### src/rtl/median_pkg.sv
// median_pkg: shared FSM encoding and default image geometry for the median frame controller.
package median_pkg;
    typedef enum logic [1:0] {IDLE = 2'd0, FEED = 2'd1, DRAIN = 2'd2, DONE = 2'd3} state_t;
    localparam int DEF_ROW = 256;
    localparam int DEF_COL = 256;
    localparam int DEF_DATA_WIDTH = 8;
endpackage

### src/rtl/fifo_occ_tracker.sv
// fifo_occ_tracker: mirrors the datapath output FIFO occupancy and flags pushes into a full FIFO.
module fifo_occ_tracker #(
    parameter int DEPTH = 16,
    localparam int OW = $clog2(DEPTH + 1)
) (
    input  logic          clk,
    input  logic          reset,
    input  logic          clr,
    input  logic          push,
    input  logic          pop,
    output logic          push_ok,
    output logic [OW-1:0] occupancy,
    output logic          full,
    output logic          empty,
    output logic          overflow
);
    assign full = occupancy == OW'(DEPTH);
    assign empty = occupancy == '0;
    // a pop in the same cycle frees the slot, so a full FIFO can still accept
    assign push_ok = push && (!full || pop);
    always_ff @(posedge clk) begin
        if (reset || clr) begin
            occupancy <= '0;
            overflow <= 1'b0;
        end else begin
            occupancy <= occupancy + OW'(push_ok && !pop) - OW'(pop && !push_ok);
            if (push && !push_ok) overflow <= 1'b1;
        end
    end
endmodule

### src/rtl/median_frame_ctrl.sv
// median_frame_ctrl: streams one frame from source memory through the median datapath
// and writes the filtered pixels to destination memory in address order.
module median_frame_ctrl
    import median_pkg::*;
#(
    parameter int ADDR_WIDTH = 16,
    parameter int DATA_WIDTH = DEF_DATA_WIDTH,
    parameter int ROW = DEF_ROW,
    parameter int COL = DEF_COL,
    parameter int FIFO_DEPTH = 16
) (
    input  logic                  clk,
    input  logic                  reset,
    input  logic                  start,
    output logic                  busy,
    output logic                  done,
    output logic                  overflow,
    output logic                  src_rd_en,
    output logic [ADDR_WIDTH-1:0] src_addr,
    input  logic [DATA_WIDTH-1:0] src_data,
    output logic [DATA_WIDTH-1:0] dp_data_in,
    input  logic                  dp_valid_out,
    output logic                  dp_push,
    output logic                  dp_pop,
    input  logic [DATA_WIDTH-1:0] dp_data_out,
    output logic                  dst_wr_en,
    output logic [ADDR_WIDTH-1:0] dst_addr,
    output logic [DATA_WIDTH-1:0] dst_data,
    input  logic                  dst_ready
);
    localparam int CW = ADDR_WIDTH + 1;
    localparam logic [CW-1:0] N = CW'(ROW * COL);
    localparam int OW = $clog2(FIFO_DEPTH + 1);
    state_t state, state_n;
    logic [CW-1:0] rd_cnt, push_cnt, wr_cnt;
    logic rd_q, pop_q, launch, push_req, full, empty;
    logic [OW-1:0] occupancy;
    assign launch = state == IDLE && start;
    assign busy = state == FEED || state == DRAIN;
    assign done = state == DONE;
    assign src_rd_en = state == FEED;
    assign src_addr = src_rd_en ? rd_cnt[ADDR_WIDTH-1:0] : '0;
    // zeros between reads act as flush padding for the filter window
    assign dp_data_in = rd_q ? src_data : '0;
    assign push_req = busy && dp_valid_out && push_cnt < N;
    assign dp_pop = busy && !empty && dst_ready;
    assign dst_wr_en = pop_q;
    assign dst_data = pop_q ? dp_data_out : '0;
    assign dst_addr = pop_q ? wr_cnt[ADDR_WIDTH-1:0] : '0;
    fifo_occ_tracker #(.DEPTH(FIFO_DEPTH)) u_occ (
        .clk(clk),
        .reset(reset),
        .clr(launch),
        .push(push_req),
        .pop(dp_pop),
        .push_ok(dp_push),
        .occupancy(occupancy),
        .full(full),
        .empty(empty),
        .overflow(overflow)
    );
    always_comb begin
        state_n = state;
        case (state)
            IDLE: state_n = start ? FEED : IDLE;
            FEED: state_n = (rd_cnt == N - 1'b1) ? DRAIN : FEED;
            DRAIN: state_n = (dst_wr_en && wr_cnt == N - 1'b1) ? DONE : DRAIN;
            default: state_n = IDLE;
        endcase
    end
    always_ff @(posedge clk) begin
        if (reset) begin
            state <= IDLE;
            rd_cnt <= '0;
            push_cnt <= '0;
            wr_cnt <= '0;
            rd_q <= 1'b0;
            pop_q <= 1'b0;
        end else begin
            state <= state_n;
            rd_q <= src_rd_en;
            pop_q <= dp_pop;
            if (launch) begin
                rd_cnt <= '0;
                push_cnt <= '0;
                wr_cnt <= '0;
            end else begin
                rd_cnt <= rd_cnt + CW'(src_rd_en);
                push_cnt <= push_cnt + CW'(dp_push);
                wr_cnt <= wr_cnt + CW'(dst_wr_en);
            end
        end
    end
    occ_in_range: assert property (@(posedge clk) disable iff (reset)
        occupancy <= OW'(FIFO_DEPTH) && full == (occupancy == OW'(FIFO_DEPTH)));
endmodule

### config.mk
export PLATFORM = sky130hd
export DESIGN_NAME = median_frame_ctrl
export DESIGN_NICKNAME = d
export VERILOG_FILES = /design/src/rtl/median_pkg.sv /design/src/rtl/fifo_occ_tracker.sv /design/src/rtl/median_frame_ctrl.sv
export SDC_FILE = /design/constraint.sdc
export NUM_CORES = 1
export LEC_CHECK = 0
export BUFFER_PORTS_ARGS = -buffer_cell sky130_fd_sc_hd__buf_4
export CAP_MARGIN = 20
export CORE_MARGIN = 2
export CORE_UTILIZATION = 58
export DETAILED_ROUTE_END_ITERATION = 12
export GPL_TIMING_DRIVEN = 0
export PLACE_DENSITY = 0.9
export SYNTH_ARGS = -nofsm -noshare
export SYNTH_HDL_FRONTEND = slang
export SYNTH_SLANG_ARGS = --single-unit
### constraint.sdc
create_clock -name clk -period 6.1 [get_ports clk]
set_clock_uncertainty 0.1 [all_clocks]
set_input_delay 1.525 -clock clk [delete_from_list [all_inputs] [get_ports clk]]
set_output_delay 1.525 -clock clk [all_outputs]
set_load 0.02 [all_outputs]
==> results.py, run 1 <==
metrics = {
    "routing": {
        "ant_nets": 0,
        "wl_mm": 7.21,
        "detail_route.wl_per_cell_um": 13.8,
        "dr_total_vias": 2840,
        "vias_per_cell": 5.43,
        "dr.pass1.iters": 4,
        "post-route-drc-count": 0,
        "detail_route.iter0.violations": 221,
    },
    "clocking": {
        "clk-insertion-delay-late_ps": 340,
        "cts_tree": "done",
        "numClockSinks": 61,
        "cts_made_buffers": 9,
        "cts_buffer_depth": 2,
        "cts_setup_buffers": 0,
        "clock-root-buffer": "clkbuf_8",
        "ctsHoldBuffers": 0,
        "cts-htree-levels": 3,
        "cts_resized": 0,
        "clk_pin_slew_ps": 60,
    },
    "sta": {
        "slew-limit-headroom": 0.616,
        "period_share": 0.642,
        "worst_pin_slew_ps": 576,
        "final_hold_viol_count": 0,
        "holdWs_ps": 380,
        "rsz0062_at_grt": "false",
        "final-setup-viol-count": 0,
        "setup-tns-final_ps": 0,
        "layout_min_cycle_time_ps": 3920,
        "fmax_mhz": 255,
        "postLayoutSetupSlackWorst_ps": 2180,
        "slew_violations": 0,
    },
    "logic_synthesis": {
        "yosysWarningCount": 0,
        "synth-seq-area-share": 0.385,
        "syn_nets": 402,
        "synth_cells": 364,
        "ys_async_sr_fraction": 0,
        "ys_seq_elements": 61,
        "synth_edf_count": 0,
        "synth_top_cells_by_area": "dfxtp_1, and2_1, ha_1, xor2_1, nor2_1",
        "synth_cell_types": 45,
        "synth_most_common_cell": "dfxtp_1",
        "synth_top_area_share": 0.385,
        "synth.top_cells.by_count": "dfxtp_1, and2_1, nor2_1",
        "synth_area_per_cell_um2": 8.71,
        "synthesis.area_mm2": 0.00317,
        "yosysTopAreaCell": "dfxtp_1",
        "synth-main-ff-cell": "dfxtp_1",
    },
    "critical_path": {
        "critPathLaunchType": "input pin",
        "cpPeakStageDelay_ps": 240,
        "path_cells": "buf_4 > nor2b_1 > nand2_1 > a31oi_1 > buf_4",
        "cp_slowest_cell": "a31oi_1",
        "worst-setup-path-type": "input pin to output port",
        "critPathCaptureType": "output port",
        "cp_common_cell": "buf_4",
        "required_ps": 4470,
        "cp_top_family": "buffers and inverters",
        "worstPathArrival_ps": 2290,
        "path_buf_inv": 2,
        "critPathMaxFanout": 3,
    },
    "finish": {
        "drive_gt1_frac": 0.225,
        "final_cell_area_mm2": 0.00399,
        "fin_nets": 488,
        "area_growth_pct": 25.7,
        "fin_util": 0.766,
        "num_antenna_cells": 0,
        "fin_cells": 523,
    },
    "global_route": {
        "antenna_found_initial": 0,
        "grt_overflow_total": 0,
        "grt_pass1_vias": 2675,
        "grtUsageMet3": 0.0581,
        "met2_usage": 0.423,
        "grt_pass1_wl_mm": 12.0,
        "grt.busiest_layer": "met2",
        "grt_max_degree": 12,
        "grtUsageMet1": 0.298,
        "track_usage": 0.249,
    },
    "placed_design": {
        "dp_hpwl_mm": 5.42,
        "placed_cell_area_mm2": 0.00382,
        "gp_congestion": 0.820,
        "dp.cells": 509,
        "port_buffers": 75,
        "dp_slack_ps": 2170,
    },
    "worst_hold_path": {
        "hp-class": "flop to flop",
    },
    "power_and_ir_drop": {
        "power_uw": 812,
        "sequentialPowerShare": 0.506,
        "power_frac_comb": 0.110,
        "pwr-share-clk": 0.384,
        "internal_power_uw": 607,
        "power_switching_share": 0.253,
        "peakVddDrop_uv": 194,
        "net-switching-power_uw": 205,
        "p_per_area_mw_per_mm2": 204,
        "p_leak_nw": 1.73,
    },
    "die": {
        "die-area_mm2": 0.00608,
        "coreArea_mm2": 0.00520,
        "die_h_um": 78.0,
        "std_cell_rows": 26,
        "start_util": 0.609,
        "io_pins": 76,
        "die-width_um": 78.0,
    },
    "run_status": {
        "status": "completed",
    },
    "job": {
        "cap_violations": 0,
    },
}
[flip-flops by register name (all words and copies together) (netlist names)]
register	flops
rd_q	1
dst_wr_en	1
push_cnt	17
state	2
u_occ.occupancy	5
rd_cnt	17
wr_cnt	17
u_occ.overflow	1
[worst register-to-register path: stages, from the launching register on]
cell      delay (ps)
dfxtp_1          390
inv_1             80
ha_1             360
nand2_1          110
a21o_1           210
nor2_1           130
ha_1             230
inv_1             60
ha_1             170
inv_1             60
fa_1             380
nor2b_1          190
o21bai_1         110
a21oi_1          150
nor3b_1           60
[cells by family after synthesis]
logic type / count (synthesis) / share of synthesized area
and+or+nand+nor: 187 / 0.344
DFF: 61 / 0.385
AOI/OAI and AO/OA: 39 / 0.0773
xor gates and xnor gates: 32 / 0.0884
buffers and inverters: 28 / 0.0363
adders and majority gates: 17 / 0.0694
[area by class of cell]
class	instances	area, µm²
clock buffer	12	155
clock inverter	2	10.0
multi-input combinational	275	1840
inverter	16	60.1
sequential	61	1220
timing repair buffer	75	563
buffer	12	55.1
fill	383	1220
tap	70	87.6
[per-layer routing]
metal	up-vias	wire [µm]
li1	1416	-
met3	14	415
met4	0	151
met2	78	3560
met1	1332	3080
met5	-	0
[layout by cell type (no fill, tap or decap), types with 9 or more instances in the layout]
cell type / n
nand3_1: 16
or3_1: 10
ha_1: 16
nand2_1: 22
clkbuf_8: 11
o21ai_0: 9
and2_1: 56
inv_1: 16
dfxtp_1: 61
a21oi_1: 14
nor2_1: 41
xor2_1: 21
buf_4: 77
nand4_1: 9
xnor2_1: 11
[path summary, 6_finish.rpt]
kind	from	endpoint	slack, ps	depth (start not counted)
max	dp_valid_out	dp_push	2180	5
min reg2reg	u_occ.overflow	u_occ.overflow	380	2
max reg2reg	state[0]	u_occ.occupancy[4]	3190	14
min	u_occ.overflow	u_occ.overflow	380	2
[power by group through the flow]
stage	logic, mW	clock network [mW]	registers, mW
final	0.0892	0.311	0.411
after global routing	0.100	0.333	0.412
after CTS	0.0902	0.315	0.411
after floorplan	0.0541	0	0.419
after global placement	0.0865	0	0.419
after detailed placement	0.0896	0	0.420
Note: power is estimated with default switching activity, not from simulation.
==> run 2: changes to the inputs <==
Settings changed: CORE_UTILIZATION 58 to 48, PLACE_DENSITY 0.9 to 0.81.
Clock period 6.1 ns to 3.6 ns, I/O delays scaled along.
==> run 2 against run 1 <==
Combinational power grew 69%; global-route usage decreased by 6.1 points; sequential power increased by 69%; hold slack worse by 1.4 ps; final area grew 0.22%; flip-flop and latch count is the same; worst setup slack got worse by 1600 ps; largest power group unchanged; highest routed layer unchanged.
==> results.py, run 2 (synthesized netlist as in run 1, its figures left out) <==
metrics = {
    "critical_path": {
        "critPathCaptureType": "flop",
        "critPathLaunchType": "flop",
        "required_ps": 3720,
        "path_cells": "inv_1 > ha_1 > nand2_1 > a21o_1 > nor2_1 > ha_1 > inv_1 > ha_1 > inv_1 > fa_1 > nor2b_1 > o21bai_1 > a21oi_1 > nor3b_1",
        "reg2reg_to": "u_occ.occupancy[4]",
        "cpPeakStageDelay_ps": 400,
        "worst-setup-path-type": "flop to flop",
        "worstPathArrival_ps": 3100,
        "cp_slowest_cell": "ha_1",
        "critPathMaxFanout": 4,
        "r2r.worst_path.cells": 14,
        "timing.rr.start": "state[0]",
        "r2r_setup_slack_ps": 620,
    },
    "worst_hold_path": {
        "min_to": "u_occ.overflow",
        "min_delay_path_depth": 2,
        "min_from": "u_occ.overflow",
        "hp-class": "flop to flop",
    },
    "power_and_ir_drop": {
        "sequentialPowerShare": 0.510,
        "p_per_area_mw_per_mm2": 342,
        "power_switching_share": 0.248,
        "p_leak_nw": 1.73,
        "peakVddDrop_uv": 199,
        "power_mw": 1.37,
        "internal_power_mw": 1.03,
        "power_frac_comb": 0.111,
        "pwr-share-clk": 0.380,
        "net-switching-power_uw": 338,
    },
    "placed_design": {
        "dp.cells": 516,
        "placed_cell_area_mm2": 0.00383,
        "dp_slack_ps": 473,
        "dp_hpwl_mm": 5.16,
        "gp_congestion": 0.814,
        "port_buffers": 75,
    },
    "clocking": {
        "cts_setup_buffers": 0,
        "numClockSinks": 61,
        "cts_made_buffers": 9,
        "clk_pin_slew_ps": 60,
        "cts_tree": "done",
        "ctsHoldBuffers": 0,
        "cts-htree-levels": 3,
        "cts_resized": 0,
        "clock-root-buffer": "clkbuf_8",
        "clk-insertion-delay-late_ps": 330,
        "cts_buffer_depth": 2,
    },
    "routing": {
        "wl_mm": 6.70,
        "dr.pass1.iters": 4,
        "post-route-drc-count": 0,
        "dr_total_vias": 2773,
        "ant_nets": 0,
        "detail_route.iter0.violations": 140,
        "vias_per_cell": 5.23,
        "detail_route.wl_per_cell_um": 12.6,
    },
    "sta": {
        "holdWs_ps": 379,
        "final_hold_viol_count": 0,
        "fmax_mhz": 336,
        "slew-limit-headroom": 0.627,
        "final-setup-viol-count": 0,
        "setup-tns-final_ps": 0,
        "period_share": 0.828,
        "rsz0062_at_grt": "false",
        "postLayoutSetupSlackWorst_ps": 619,
        "worst_pin_slew_ps": 560,
        "slew_violations": 0,
        "layout_min_cycle_time_ps": 2980,
    },
    "die": {
        "std_cell_rows": 29,
        "io_pins": 76,
        "coreArea_mm2": 0.00639,
        "die-area_mm2": 0.00727,
        "die_h_um": 85.3,
        "start_util": 0.497,
        "die-width_um": 85.3,
    },
    "global_route": {
        "antenna_found_initial": 0,
        "grt_max_degree": 12,
        "grt_overflow_total": 0,
        "grt_pass1_vias": 2595,
        "grt_pass1_wl_mm": 11.1,
        "track_usage": 0.188,
    },
    "finish": {
        "fin_cells": 530,
        "final_cell_area_mm2": 0.00400,
        "fin_util": 0.626,
        "layout_commonest_cell": "buf_4",
        "fin_nets": 488,
        "reg.largest.list": "push_cnt: 17 flops, rd_cnt: 17 flops, wr_cnt: 17 flops",
        "drive_gt1_frac": 0.225,
        "final_cell_mix": "buf_4, dfxtp_1, and2_1",
        "fill_cells": 551,
        "num_antenna_cells": 0,
        "area_growth_pct": 26.0,
    },
    "job": {
        "cap_violations": 0,
    },
    "run_status": {
        "status": "completed",
    },
}
[run 2: power groups by stage]
stage          clock, mW  combinational, mW  sequential, mW
2_1_floorplan          0             0.0916           0.709
3_3_place_gp           0              0.147           0.710
3_5_place_dp           0              0.152           0.711
4_1_cts            0.529              0.152           0.696
5_1_grt            0.562              0.167           0.698
6_report           0.519              0.151           0.696
[run 2: area by class of cell]
cell class / count / area, µm² / share of cell area
Buffer: 12 / 55.1 / 0.0138
Sequential cell: 61 / 1220 / 0.306
Tap cell: 77 / 96.3 / 0.0241
Clock inverter: 2 / 10.0 / 0.00250
Clock buffer: 12 / 155 / 0.0388
Inverter: 16 / 60.1 / 0.0150
Multi-Input combinational cell: 275 / 1840 / 0.459
Timing Repair Buffer: 75 / 563 / 0.141
[run 2: how the worst max path moves through the flow]
stage                  from                 end  cells after the start
3_3_place_gp   dp_valid_out        push_cnt[14]                     10
5_1_grt            state[0]  u_occ.occupancy[4]                     14
6_report           state[0]  u_occ.occupancy[4]                     14
4_1_cts            state[0]  u_occ.occupancy[4]                     14
2_1_floorplan  dp_valid_out        push_cnt[14]                      9
3_5_place_dp   dp_valid_out        push_cnt[16]                     10
[run 2: worst max-delay path: cells and delay by family (launching register included)]
family | cells | cell delay [ps]
and+or+nand+nor | 4 | 480
buffers and inverters | 3 | 220
AOI/OAI and AO/OA | 3 | 470
adders and majority gates | 4 | 1180
DFF | 1 | 390
[run 2: layer usage]
| layer | vias up | part of all wire | GRT usage |
|---|---|---|---|
| met5 | - | 0 | 0 |
| met4 | 0 | 0.024 | 0.0967 |
| met3 | 18 | 0.063 | 0.0399 |
| met2 | 75 | 0.48 | 0.327 |
| met1 | 1271 | 0.43 | 0.217 |
| li1 | 1409 | - | - |
==> run 3: changes to the inputs <==
Settings changed: ABC_AREA set to 1, CORE_UTILIZATION 48 to 54, PLACE_DENSITY 0.81 to 0.85.
Clock period 3.6 ns to 2.8 ns, I/O delays scaled along.
==> run 3 against run 2 <==
Synthesized cell count grew 45%; sequential share of layout area decreased by 2.4 points; combinational power rose by 43%; critical path type is now flop to output port; final cell count grew 31%; largest cell class unchanged; final area grew 8.6%; register-to-register slack lost 420 ps; critical path depth decreased by 7; die area fell by 4.2%; hold slack lost 8.2 ps; critical endpoint is now dp_push; non-clock buffer count down 3; utilization up 9.5 points.
==> results.py, run 3 <==
metrics = {
    "logic_synthesis": {
        "synth_most_common_cell": "nand2_1",
        "synth.top_cells.by_count": "nand2_1, inv_1, nor2_1",
        "synthesis.area_mm2": 0.00341,
        "synth_cell_types": 29,
        "ys_seq_elements": 61,
        "synth-main-ff-cell": "dfxtp_1",
        "synth_fa_ha_area_frac": 0.0646,
        "synth_compound_area_frac": 0.0991,
        "synth_cells": 529,
        "ys_async_sr_fraction": 0,
        "synthMuxAreaShare": 0,
        "synth-xor-area-share": 0.0180,
        "synth-simple-area-share": 0.330,
        "synth_top_area_share": 0.358,
        "synth-seq-area-share": 0.358,
        "yosysTopAreaCell": "dfxtp_1",
        "yosysWarningCount": 0,
        "synth_top_cells_by_area": "dfxtp_1, nand2_1, inv_1, nor2_1, ha_1",
        "synth_edf_count": 0,
        "synth_top_family_by_area": "simple AND/OR/NAND/NOR gates",
        "synth_area_per_cell_um2": 6.45,
        "syn_nets": 567,
    },
    "critical_path": {
        "worst-setup-path-type": "flop to output port",
        "cp_common_cell": "inv_1",
        "worstPathArrival_ps": 1830,
        "cp_top_family": "simple AND/OR/NAND/NOR gates",
        "path_buf_inv": 3,
        "critPathMaxFanout": 3,
        "cpPeakStageDelay_ps": 370,
        "path_cells": "inv_1 > ha_4 > nand2_1 > inv_1 > nor3_1 > nor2_1 > buf_4",
        "critPathLaunchType": "flop",
        "cp_slowest_cell": "dfxtp_1",
        "required_ps": 2000,
        "critPathCaptureType": "output port",
    },
    "global_route": {
        "grt_overflow_total": 0,
        "antenna_found_initial": 0,
        "grt_pass1_vias": 3163,
        "track_usage": 0.233,
        "grt_max_degree": 11,
        "grt_pass1_wl_mm": 13.4,
    },
    "die": {
        "coreArea_mm2": 0.00603,
        "die-area_mm2": 0.00697,
        "io_pins": 76,
        "std_cell_rows": 28,
        "die_h_um": 83.5,
        "die-width_um": 83.5,
        "start_util": 0.566,
    },
    "finish": {
        "reg.largest.list": "push_cnt: 17 flops, rd_cnt: 17 flops, wr_cnt: 17 flops",
        "layout_commonest_cell": "nand2_1",
        "final_cell_mix": "nand2_1, inv_1, nor2_1",
        "area_growth_pct": 27.3,
        "fin_cells": 694,
        "fin_util": 0.721,
        "num_antenna_cells": 0,
        "final_cell_area_mm2": 0.00434,
        "fin_nets": 652,
        "drive_gt1_frac": 0.183,
        "fill_cells": 512,
    },
    "sta": {
        "rsz0062_at_grt": "false",
        "slew_violations": 0,
        "period_share": 0.939,
        "worst_pin_slew_ps": 602,
        "slew-limit-headroom": 0.598,
        "layout_min_cycle_time_ps": 2630,
        "holdWs_ps": 371,
        "fmax_mhz": 380,
        "final_hold_viol_count": 0,
        "setup-tns-final_ps": 0,
        "final-setup-viol-count": 0,
    },
    "placed_design": {
        "gp_congestion": 0.873,
        "dp_hpwl_mm": 6.00,
        "port_buffers": 75,
        "placed_cell_area_mm2": 0.00407,
        "dp.cells": 679,
    },
    "routing": {
        "ant_nets": 0,
        "dr.pass1.iters": 5,
        "vias_per_cell": 5.02,
        "wl_mm": 8.10,
        "post-route-drc-count": 0,
        "dr_total_vias": 3487,
        "detail_route.iter0.violations": 198,
        "detail_route.wl_per_cell_um": 11.7,
    },
    "clocking": {
        "cts_made_buffers": 9,
        "cts_setup_buffers": 0,
        "clk-insertion-delay-late_ps": 350,
        "cts_tree": "done",
        "numClockSinks": 61,
        "clock-root-buffer": "clkbuf_8",
        "clk_pin_slew_ps": 60,
        "cts_buffer_depth": 2,
        "cts-htree-levels": 3,
    },
    "power_and_ir_drop": {
        "p_leak_nw": 2.12,
        "net-switching-power_uw": 482,
        "internal_power_mw": 1.64,
        "power_switching_share": 0.228,
        "power_frac_comb": 0.102,
        "sequentialPowerShare": 0.422,
        "p_per_area_mw_per_mm2": 488,
        "pwr-share-clk": 0.476,
        "peakVddDrop_uv": 451,
    },
    "worst_hold_path": {
        "hp-class": "flop to flop",
    },
    "run_status": {
        "status": "completed",
    },
    "job": {
        "cap_violations": 0,
    },
}
## run 3: cell count changes in the layout (fill, tap and decap cells not counted), sizes merged, moves of 4 or more
| cell | before | now |
|---|---|---|
| nand3 | 17 | 26 |
| o21ai | 9 | 25 |
| nor2 | 41 | 90 |
| nor2b | 4 | 0 |
| a21oi | 14 | 31 |
| xor2 | 21 | 3 |
| nand2 | 22 | 128 |
| inv | 16 | 108 |
| nand4 | 12 | 8 |
| and4 | 6 | 0 |
| nor4 | 4 | 0 |
| and2 | 56 | 0 |
| xnor2 | 11 | 4 |
| or3 | 10 | 0 |
## run 3: worst paths after layout
| kind | cells past startpoint | slack [ps] | from | endpoint |
|---|---|---|---|---|
| max | 7 | 170 | state[0] | dp_push |
| min reg2reg | 2 | 370 | push_cnt[14] | push_cnt[14] |
| min | 2 | 370 | push_cnt[14] | push_cnt[14] |
| max reg2reg | 14 | 200 | state[0] | push_cnt[10] |
## run 3: through the flow
stage,setup WS (ps),total power [mW]
4_1_cts,49.5,2.13
3_3_place_gp,177,1.11
5_1_grt,28.5,2.20
2_1_floorplan,264,1.04
3_5_place_dp,97.4,1.12
6_report,171,2.12
## run 3: power by group through the flow
stage	clock [mW]	combinational (mW)	sequential [mW]
2_1_floorplan	0	0.134	0.910
6_report	1.01	0.216	0.893
4_1_cts	1.02	0.214	0.893
5_1_grt	1.06	0.244	0.894
3_3_place_gp	0	0.201	0.912
3_5_place_dp	0	0.210	0.912
## run 3: layer usage
layer | vias to the layer above | GRT usage | part of all wire
met3 | 12 | 0.0534 | 0.068
met5 | - | 0 | 0
met2 | 128 | 0.425 | 0.49
li1 | 1785 | - | -
met1 | 1562 | 0.259 | 0.42
met4 | 0 | 0.0997 | 0.016
## run 3: kinds of logic after synthesis
logic type                 Yosys count
AOI/OAI and AO/OA                   64
xor gates and xnor gates             7
adders and majority gates           17
buffers and inverters              118
DFF                                 61
and+or+nand+nor                    262
## run 3: cell type report
| class | count | area, µm² | area share |
|---|---|---|---|
| flip-flops and latches | 61 | 1220 | 0.281 |
| repair buffers | 75 | 563 | 0.130 |
| multi-input cells | 350 | 1760 | 0.406 |
| inverters | 108 | 405 | 0.0934 |
| plain buffers | 9 | 37.5 | 0.00865 |
| well taps | 75 | 93.8 | 0.0216 |
| clock buffers | 13 | 169 | 0.0389 |
| clock inverters | 3 | 90.1 | 0.0207 |
## run 3: worst register-to-register path: stages, from the launching register on
cell	delay (ps)
dfxtp_1	370
inv_1	120
ha_4	270
nand2_1	60
inv_1	40
nor3_1	290
nor2_1	140
ha_1	230
ha_1	220
nand3_1	120
inv_1	120
nand2_2	140
nor2_2	50
xnor2_1	140
nor2_1	50
## run 3: repair_timing
item,CTS,global route
hold buffers,0,0
setup endpoints to repair,10,3
endpoints found under the hold margin,0,0
resized for setup,2,4
cloned,0,0
pin swaps,0,1
